===== src/rtl/apb_regfield_ctrl.sv =====
// APB slave front-end for a bank of regfield slots: decodes the word index, issues one-cycle
// write/read strobes and returns registered read data and error status.
module apb_regfield_ctrl #(
  parameter int unsigned        REG_NUM    = 8,
  parameter int unsigned        ADDR_WIDTH = 12,
  parameter int unsigned        DATA_WIDTH = 32,
  parameter int unsigned        WAIT_CYC   = 0,
  parameter logic [REG_NUM-1:0] RO_MASK    = '0,
  parameter logic [REG_NUM-1:0] WO_MASK    = '0
) (
  input  logic                          clk_i,
  input  logic                          rst_i,
  input  logic                          apb_psel_i,
  input  logic                          apb_penable_i,
  input  logic                          apb_pwrite_i,
  input  logic [ADDR_WIDTH-1:0]         apb_paddr_i,
  input  logic [DATA_WIDTH-1:0]         apb_pwdata_i,
  output logic                          apb_pready_o,
  output logic [DATA_WIDTH-1:0]         apb_prdata_o,
  output logic                          apb_pslverr_o,
  output logic [REG_NUM-1:0]            reg_wen_o,
  output logic [REG_NUM-1:0]            reg_ren_o,
  output logic [DATA_WIDTH-1:0]         reg_wdata_o,
  input  logic [REG_NUM*DATA_WIDTH-1:0] reg_rdata_i
);

  localparam int unsigned IdxW = ADDR_WIDTH - 2;

  typedef enum logic [1:0] {StIdle, StWait, StResp} state_e;

  state_e                state_q, state_d;
  logic                  write_q, write_d;
  logic                  err_q, err_d;
  logic [IdxW-1:0]       idx_q, idx_d;
  logic [DATA_WIDTH-1:0] wdata_q, wdata_d;
  logic [3:0]            cnt_q, cnt_d;

  logic                  pready_q, pready_d;
  logic                  pslverr_q, pslverr_d;
  logic [DATA_WIDTH-1:0] prdata_q, prdata_d;
  logic [REG_NUM-1:0]    wen_q, wen_d;
  logic [REG_NUM-1:0]    ren_q, ren_d;
  logic [DATA_WIDTH-1:0] rwdata_q, rwdata_d;

  logic [IdxW-1:0]       addr_idx;
  logic                  ro_hit;
  logic                  wo_hit;
  logic [REG_NUM-1:0]    slot_sel;
  logic [DATA_WIDTH-1:0] rd_slot;
  logic                  resp_load;
  logic                  unused_paddr;

  // Byte lanes are ignored: only whole-word accesses exist.
  assign unused_paddr = ^apb_paddr_i[1:0];
  assign addr_idx     = apb_paddr_i[ADDR_WIDTH-1:2];

  always_comb begin
    ro_hit   = 1'b0;
    slot_sel = '0;
    rd_slot  = '0;
    for (int unsigned i = 0; i < REG_NUM; i++) begin
      if (addr_idx == IdxW'(i)) ro_hit = RO_MASK[i];
      slot_sel[i] = (idx_q == IdxW'(i));
      if (slot_sel[i]) rd_slot = reg_rdata_i[i*DATA_WIDTH +: DATA_WIDTH];
    end
    wo_hit = |(slot_sel & WO_MASK);
  end

  always_ff @(posedge clk_i) begin
    if (rst_i) state_q <= StIdle;
    else       state_q <= state_d;
  end

  always_comb begin
    state_d = state_q;
    case (state_q)
      StIdle: if (apb_psel_i && !apb_penable_i) state_d = StWait;
      StWait: begin
        if (!apb_psel_i)                             state_d = StIdle;
        else if (apb_penable_i && cnt_q == 4'd0)     state_d = StResp;
      end
      StResp:  state_d = StIdle;
      default: state_d = StIdle;
    endcase
  end

  always_comb begin
    write_d = write_q;
    idx_d   = idx_q;
    wdata_d = wdata_q;
    err_d   = err_q;
    cnt_d   = cnt_q;
    if (state_q == StIdle && state_d == StWait) begin
      write_d = apb_pwrite_i;
      idx_d   = addr_idx;
      wdata_d = apb_pwdata_i;
      err_d   = (addr_idx >= IdxW'(REG_NUM)) || (apb_pwrite_i && ro_hit);
      cnt_d   = 4'(WAIT_CYC);
    end else if (state_q == StWait && apb_psel_i && apb_penable_i && cnt_q != 4'd0) begin
      cnt_d = cnt_q - 4'd1;
    end
  end

  assign resp_load = (state_q == StWait) && (state_d == StResp);

  // Response registers are pulses: loaded on entry to RESP, cleared every other cycle.
  always_comb begin
    pready_d  = 1'b0;
    pslverr_d = 1'b0;
    prdata_d  = '0;
    wen_d     = '0;
    ren_d     = '0;
    rwdata_d  = '0;
    if (resp_load) begin
      pready_d  = 1'b1;
      pslverr_d = err_q;
      if (!err_q) begin
        if (write_q) begin
          wen_d    = slot_sel;
          rwdata_d = wdata_q;
        end else begin
          ren_d    = slot_sel;
          prdata_d = wo_hit ? '0 : rd_slot;
        end
      end
    end
  end

  always_ff @(posedge clk_i) begin
    if (rst_i) begin
      write_q   <= 1'b0;
      err_q     <= 1'b0;
      idx_q     <= '0;
      wdata_q   <= '0;
      cnt_q     <= 4'd0;
      pready_q  <= 1'b0;
      pslverr_q <= 1'b0;
      prdata_q  <= '0;
      wen_q     <= '0;
      ren_q     <= '0;
      rwdata_q  <= '0;
    end else begin
      write_q   <= write_d;
      err_q     <= err_d;
      idx_q     <= idx_d;
      wdata_q   <= wdata_d;
      cnt_q     <= cnt_d;
      pready_q  <= pready_d;
      pslverr_q <= pslverr_d;
      prdata_q  <= prdata_d;
      wen_q     <= wen_d;
      ren_q     <= ren_d;
      rwdata_q  <= rwdata_d;
    end
  end

  assign apb_pready_o  = pready_q;
  assign apb_pslverr_o = pslverr_q;
  assign apb_prdata_o  = prdata_q;
  assign reg_wen_o     = wen_q;
  assign reg_ren_o     = ren_q;
  assign reg_wdata_o   = rwdata_q;

endmodule


===== config.mk =====
export PLATFORM = sky130hd
export DESIGN_NAME = apb_regfield_ctrl
export DESIGN_NICKNAME = d
export VERILOG_FILES = /design/src/rtl/apb_regfield_ctrl.sv
export SDC_FILE = /design/constraint.sdc
export NUM_CORES = 1
export LEC_CHECK = 0
export ABC_CLOCK_PERIOD_IN_PS = 4460
export CORE_AREA = 10 10 142 144
export CTS_CLUSTER_DIAMETER = 150
export DETAILED_ROUTE_END_ITERATION = 8
export DIE_AREA = 0 0 152 154
export PLACE_DENSITY = 0.8
export SLEW_MARGIN = 15
export SYNTH_ARGS = -nofsm -noshare
export SYNTH_HDL_FRONTEND = slang
export SYNTH_SLANG_ARGS = --single-unit

===== constraint.sdc =====
create_clock -name clk_i -period 4.46 [get_ports clk_i]
set_clock_uncertainty 0.1 [all_clocks]
set_input_delay 1.115 -clock clk_i [delete_from_list [all_inputs] [get_ports clk_i]]
set_output_delay 1.115 -clock clk_i [all_outputs]
set_load 0.05 [all_outputs]

==> results of run 1 <==
[stage by stage]
step                instance area, um2  instances
global route                     11200       1303
detailed placement               10600       1269
finish                           11200       1303
CTS                              11200       1300
floorplan                         6610        711
global placement                 10600       1269
[worst max path at each step]
stage | startpoint | end | cells past startpoint
6_report | apb_penable_i | reg_ren_o[0] | 5
3_5_place_dp | apb_penable_i | reg_ren_o[0] | 5
5_1_grt | apb_penable_i | reg_ren_o[0] | 5
3_3_place_gp | apb_penable_i | reg_ren_o[0] | 5
2_1_floorplan | rst_i | apb_prdata_o[10] | 6
4_1_cts | apb_penable_i | reg_ren_o[0] | 5
[power breakdown]
part / leakage [nW] / internal (mW) / switching, mW
sequential: 1.07 / 1.20 / 0.0181
combinational: 2.61 / 0.350 / 0.231
clock: 0.287 / 0.886 / 0.528
total: 3.96 / 2.44 / 0.777
[cells in the mapped netlist (all sizes together), types with 5 or more instances]
library cell / number / area, um2
a211oi: 32 / 370
nor4: 7 / 50.1
buf: 14 / 92.6
nand2: 122 / 458
mux4: 33 / 743
nand3: 5 / 25.0
nor2: 44 / 165
o21a: 31 / 233
nor3: 13 / 70.1
o2bb2ai: 31 / 272
a21oi: 43 / 215
clkbuf: 52 / 195
dfxtp: 132 / 2640
and3: 31 / 194
nand2b: 5 / 31.3
and2: 36 / 225
o21ai: 31 / 155
mux2i: 31 / 310
[flip-flops by register name (all words and copies together) (netlist names), 2 cells and up]
signal / count
apb_prdata_o: 32
reg_wdata_o: 32
wdata_q: 32
idx_q: 10
reg_ren_o: 8
reg_wen_o: 8
cnt_q: 4
state_q: 2
[layout make-up]
class	instances	area [um2]
Multi-Input combinational cell	511	3700
Tap cell	225	282
Sequential cell	132	2650
Clock buffer	21	482
Inverter	2	7.51
Timing Repair Buffer	399	3950
Fill cell	1429	5970
Clock inverter	10	123
Antenna cell	3	7.51
[cells by family after synthesis]
logic type | share of synthesized area
multiplexers | 0.159
buffers and inverters | 0.0447
AO/OA/AOI/OAI | 0.192
adder cells (fa/ha/maj) | 0.00379
AND/OR/NAND/NOR | 0.196
flip-flops | 0.400
XOR/XNOR | 0.00398
[routing by layer]
metal / vias to the layer above / global-route usage
met3: 39 / 0.0865
met1: 3316 / 0.277
met2: 335 / 0.428
met4: 0 / 0.0839
met5: - / 0
li1: 3260 / -
[layout by cell type (no fill, tap or decap), types with 26 or more instances in the layout]
master,Yosys,layout
a211oi_2,26,26
a21oi_1,43,43
and2_1,36,36
and3_1,31,31
clkdlybuf4s50_1,0,383
dfxtp_1,132,130
mux2i_1,31,31
mux4_2,33,33
nand2_1,122,122
nor2_1,44,44
o21a_1,31,31
o21ai_0,31,31
o2bb2ai_1,31,31
[worst reg2reg max path: cells and delay by family, from the launching register on]
family	cells	cell delay, ps
fa+ha+maj	1	160
buf+inv	1	90
flops	1	330
simple gates	4	1840
==> run_results.csv, run 1 <==
group,metric,value,unit
power_and_ir_drop,leakagePower,3.96,nW
routing,drcViolationCount,0,
floorplanning,start_util,0.385,
power_and_ir_drop,power,3.21,mW
grt,grt_pass1_wl,45200,um
clock_network,holdBufCountCts,0,
setup_path,cp_slowest_cell,"or4_4",
routing,routedWlPerCell,23.0,um
synthesis,yosys_register_bits,132,
sta,fin_ws,1370,ps
sta,setup_viol,0,
layout,drive_gt1_frac,0.108,
worst_hold_path,hold_path_startpoint,"wdata_q[24]",
setup_path,start_kind,"input port",
placed_design,io_buffers,384,
setup_path,cp-end-kind,"flop",
setup_path,crit_type,"input port to flop",
routing,antenna_left,0,
layout,utilization,0.652,
synthesis,ys_warn_count,0,
setup_path,r2r_start,"cnt_q[0]",
floorplanning,num_io_pins,387,
synthesis,synth-edff-count,0,
routing,wl_met3,2830,um
layout,nets,1370,
clock_network,clock_latency,410,ps
synthesis,synth_fp_nets,1018,
setup_path,reg2reg_slack,1850,ps
setup_path,max_stage_delay,850,ps
routing,maxUsedRoutingLayer,"met4",
sta,worst_slew_pin_slew,1160,ps
synthesis,async_flop_share,0,
routing,via_per_inst,5.33,
setup_path,path_max_fanout,38,
grt,grt_max_degree,73,
synthesis,syn_inst,711,
synthesis,syn-cell-area,6610,um2
clock_network,numCtsBuffers,17,
grt,antenna_found_initial,3,
setup_path,reg2reg_to,"reg_ren_o[0]",
synthesis,synth_cell_type_count,38,
clock_network,clock_sinks,132,
sta,fmax,323,MHz
sta,slew_headroom,0.228,
layout,area_growth_syn_to_layout,69.6,%
clock_network,tritoncts,"built",
setup_path,cp_top_family,"simple AND/OR/NAND/NOR gates",
routing,dr_total_vias,6950,
floorplanning,core,17200,um2
floorplanning,die_h,154,um
grt,grt_usage,0.247,
worst_hold_path,hp-class,"flop to flop",
synthesis,synth_ff_type,"dfxtp_1",
setup_path,arrival,3320,ps
outcome,status,"finished clean",
clock_network,post-cts-setup-buffers,0,
sta,min_period_over_period,0.693,
sta,whs,348,ps
floorplanning,rows,48,
synthesis,ys_seq_area_frac,0.400,
routing,wl_met2,15200,um
routing,first_pass_iters,5,
setup_path,cp_cell_sequence,"clkdlybuf4s50_1 > nand4b_1 > or4_4 > nand2b_1 > nor3_1",
placed_design,pre_cts_ws,978,ps
sta,hold_viol,0,
routing,met1_length,11300,um
grt,grt_overflow_total,0,
clock_network,cts_resized,0,
grt,first_global_vias,7120,
setup_path,ff2ff_path_depth,6,
sta,setup_tns,0,ps
clock_network,clock_tree.root_cell,"clkbuf_16",
floorplanning,die_area,23400,um2
sta,finalCriticalPeriod,3090,ps
clock_network,clkSlewWorstSetupHoldPaths,60,ps
synthesis,syn_area_per_cell,9.29,um2
placed_design,hpwl,22700,um
placed_design,globalplace.congestion,0.935,
floorplanning,die_w,152,um
clock_network,clockBufferDepth,2,
worst_hold_path,hold_depth,2,
power_and_ir_drop,peakVddDrop,290,uV
setup_path,worstPathRequired,4680,ps
worst_hold_path,holdPathEnd,"wdata_q[24]",
setup_path,crit_buf_inv,1,
routing,wl,30000,um
clock_network,ctsHtreeMaxLevel,4,
routing,drtIter0Drc,365,
sta,rsz0062_at_grt,"no",
sta,drv_slew,0,
run,drv_cap,0,
power_and_ir_drop,p_per_area,287,nW/um2
Note: power is estimated with default switching activity, not from simulation.
==> inputs of run 2 (changes only) <==
Settings changed: ABC_CLOCK_PERIOD_IN_PS 4460 to 2500, CORE_AREA 10 10 142 144 to unset, CORE_MARGIN set to 10, CORE_UTILIZATION set to 35, DIE_AREA 0 0 152 154 to unset, PLACE_DENSITY 0.8 to 0.77.
Clock period 4.46 ns to 2.5 ns, I/O delays scaled along.
==> run 2 against run 1 <==
  * Combinational power rose by 82%
  * First-iteration DRC count down 2.5%
  * Highest routed layer unchanged
  * Register-to-register slack worse by 1400 ps
  * Largest power group unchanged
  * Flip-flop and latch count did not move
  * Cell count is 1.8% higher
  * Critical path depth decreased by 4
  * Largest cell class unchanged
==> run_results.csv, run 2 (same netlist as run 1, synthesis figures left out) <==
group,metric,value,unit
outcome,status,"finished clean",
routing,drcViolationCount,0,
setup_path,cp_num_cells,1,
clock_network,clock_sinks,132,
clock_network,clock_tree.root_cell,"clkbuf_16",
clock_network,numCtsBuffers,17,
sta,drv_slew,0,
sta,finalCriticalPeriod,2330,ps
floorplanning,start_util,0.354,
clock_network,clock_latency,410,ps
sta,hold_viol,0,
setup_path,start_kind,"flop",
setup_path,ff2ff_path_depth,6,
clock_network,clkSlewWorstSetupHoldPaths,60,ps
sta,fin_ws,166,ps
sta,rsz0062_at_grt,"no",
sta,min_period_over_period,0.933,
sta,fmax,429,MHz
layout,nets,1383,
clock_network,post-cts-setup-buffers,0,
layout,nFillCells,1593,
floorplanning,die_h,157,um
layout,drive_gt1_frac,0.120,
setup_path,cp_slowest_cell,"clkdlybuf4s50_1",
power_and_ir_drop,p_per_area,506,nW/um2
worst_hold_path,hp-class,"flop to flop",
grt,antenna_found_initial,4,
setup_path,reg2reg_slack,430,ps
placed_design,pre_cts_ws,101,ps
routing,routedWlPerCell,22.0,um
routing,antenna_left,0,
layout,area_growth_syn_to_layout,72.3,%
grt,grt_pass1_wl,42600,um
floorplanning,die_w,157,um
layout,final_cell_mix,"clkdlybuf4s50_1, dfxtp_1, nand2_1",
setup_path,r2r_start,"cnt_q[0]",
worst_hold_path,hold_path_startpoint,"wdata_q[19]",
clock_network,holdBufCountCts,0,
sta,setup_viol,0,
setup_path,endpoint,"apb_prdata_o[23]",
clock_network,tritoncts,"built",
run,drv_cap,0,
grt,grt_overflow_total,0,
clock_network,cts_resized,0,
setup_path,max_stage_delay,860,ps
routing,via_per_inst,5.19,
setup_path,reg2reg_to,"reg_ren_o[4]",
placed_design,globalplace.congestion,0.842,
grt,grt_usage,0.225,
clock_network,clockBufferDepth,2,
clock_network,ctsHtreeMaxLevel,4,
setup_path,arrival,1610,ps
sta,slew_headroom,0.598,
setup_path,crit_buf_inv,1,
setup_path,crit_type,"flop to output pin",
placed_design,io_buffers,384,
layout,layout_commonest_cell,"clkdlybuf4s50_1",
floorplanning,core,18600,um2
power_and_ir_drop,power,5.76,mW
routing,dr_total_vias,6887,
setup_path,cp-startpoint,"apb_prdata_o[23]",
power_and_ir_drop,leakagePower,4.06,nW
floorplanning,num_io_pins,387,
grt,first_global_vias,6982,
setup_path,worstPathRequired,1770,ps
sta,setup_tns,0,ps
setup_path,cp_cell_sequence,"clkdlybuf4s50_1",
routing,first_pass_iters,4,
routing,wl,29200,um
floorplanning,rows,50,
power_and_ir_drop,peakVddDrop,560,uV
setup_path,cp_top_family,"buffers and inverters",
setup_path,cp-end-kind,"output pin",
setup_path,path_max_fanout,1,
placed_design,hpwl,22600,um
grt,grt_max_degree,52,
routing,drtIter0Drc,356,
floorplanning,die_area,24800,um2
sta,worst_slew_pin_slew,601,ps
## run 2: worst min path at each step
stage | end | slack [ps] | depth (start not counted)
after detailed placement | reg_wdata_o[7] | 340 | 1
after global routing | reg_wdata_o[2] | 360 | 1
after global placement | reg_wdata_o[14] | 330 | 1
after floorplan | reg_wdata_o[0] | 330 | 1
final | wdata_q[19] | 350 | 2
after CTS | wdata_q[18] | 350 | 2
## run 2: per-layer routing
| metal | part of all wire | vias up | global-route usage |
|---|---|---|---|
| met5 | 0 | - | 0 |
| met4 | 0.016 | 0 | 0.0654 |
| met3 | 0.11 | 26 | 0.0966 |
| met2 | 0.50 | 296 | 0.387 |
| met1 | 0.37 | 3283 | 0.246 |
| li1 | - | 3282 | - |
## run 2: report_power, final
group / internal [mW] / switching (mW) / total, mW
sequential: 2.14 / 0.0333 / 2.17
combinational: 0.645 / 0.418 / 1.06
clock: 1.49 / 1.03 / 2.52
total: 4.28 / 1.48 / 5.76
## run 2: cell type report
cell class              count  area (um2)  area share
repair buffers            412        4110       0.361
multi-input cells         511        3710       0.326
flip-flops and latches    132        2650       0.233
clock buffers              19         464      0.0408
well taps                 234         293      0.0257
clock inverters            13         135      0.0119
diodes                      4        10.0    0.000880
inverters                   2        7.51    0.000660
## run 2: stage by stage
stage | utilization | instances | hold WS, ps | cell area, um2
floorplan | - | 711 | 330 | 6610
global placement | 0.578 | 1291 | 333 | 10800
detailed placement | 0.578 | 1291 | 340 | 10800
CTS | 0.610 | 1323 | 350 | 11400
global route | 0.610 | 1327 | 364 | 11400
finish | 0.610 | 1327 | 348 | 11400
## run 2: worst reg2reg max path: stages, from the launching register on
cell,delay (ps)
dfxtp_1,330
inv_1,90
ha_1,150
or4b_1,450
or4_4,500
buf_12,200
nor4_1,160
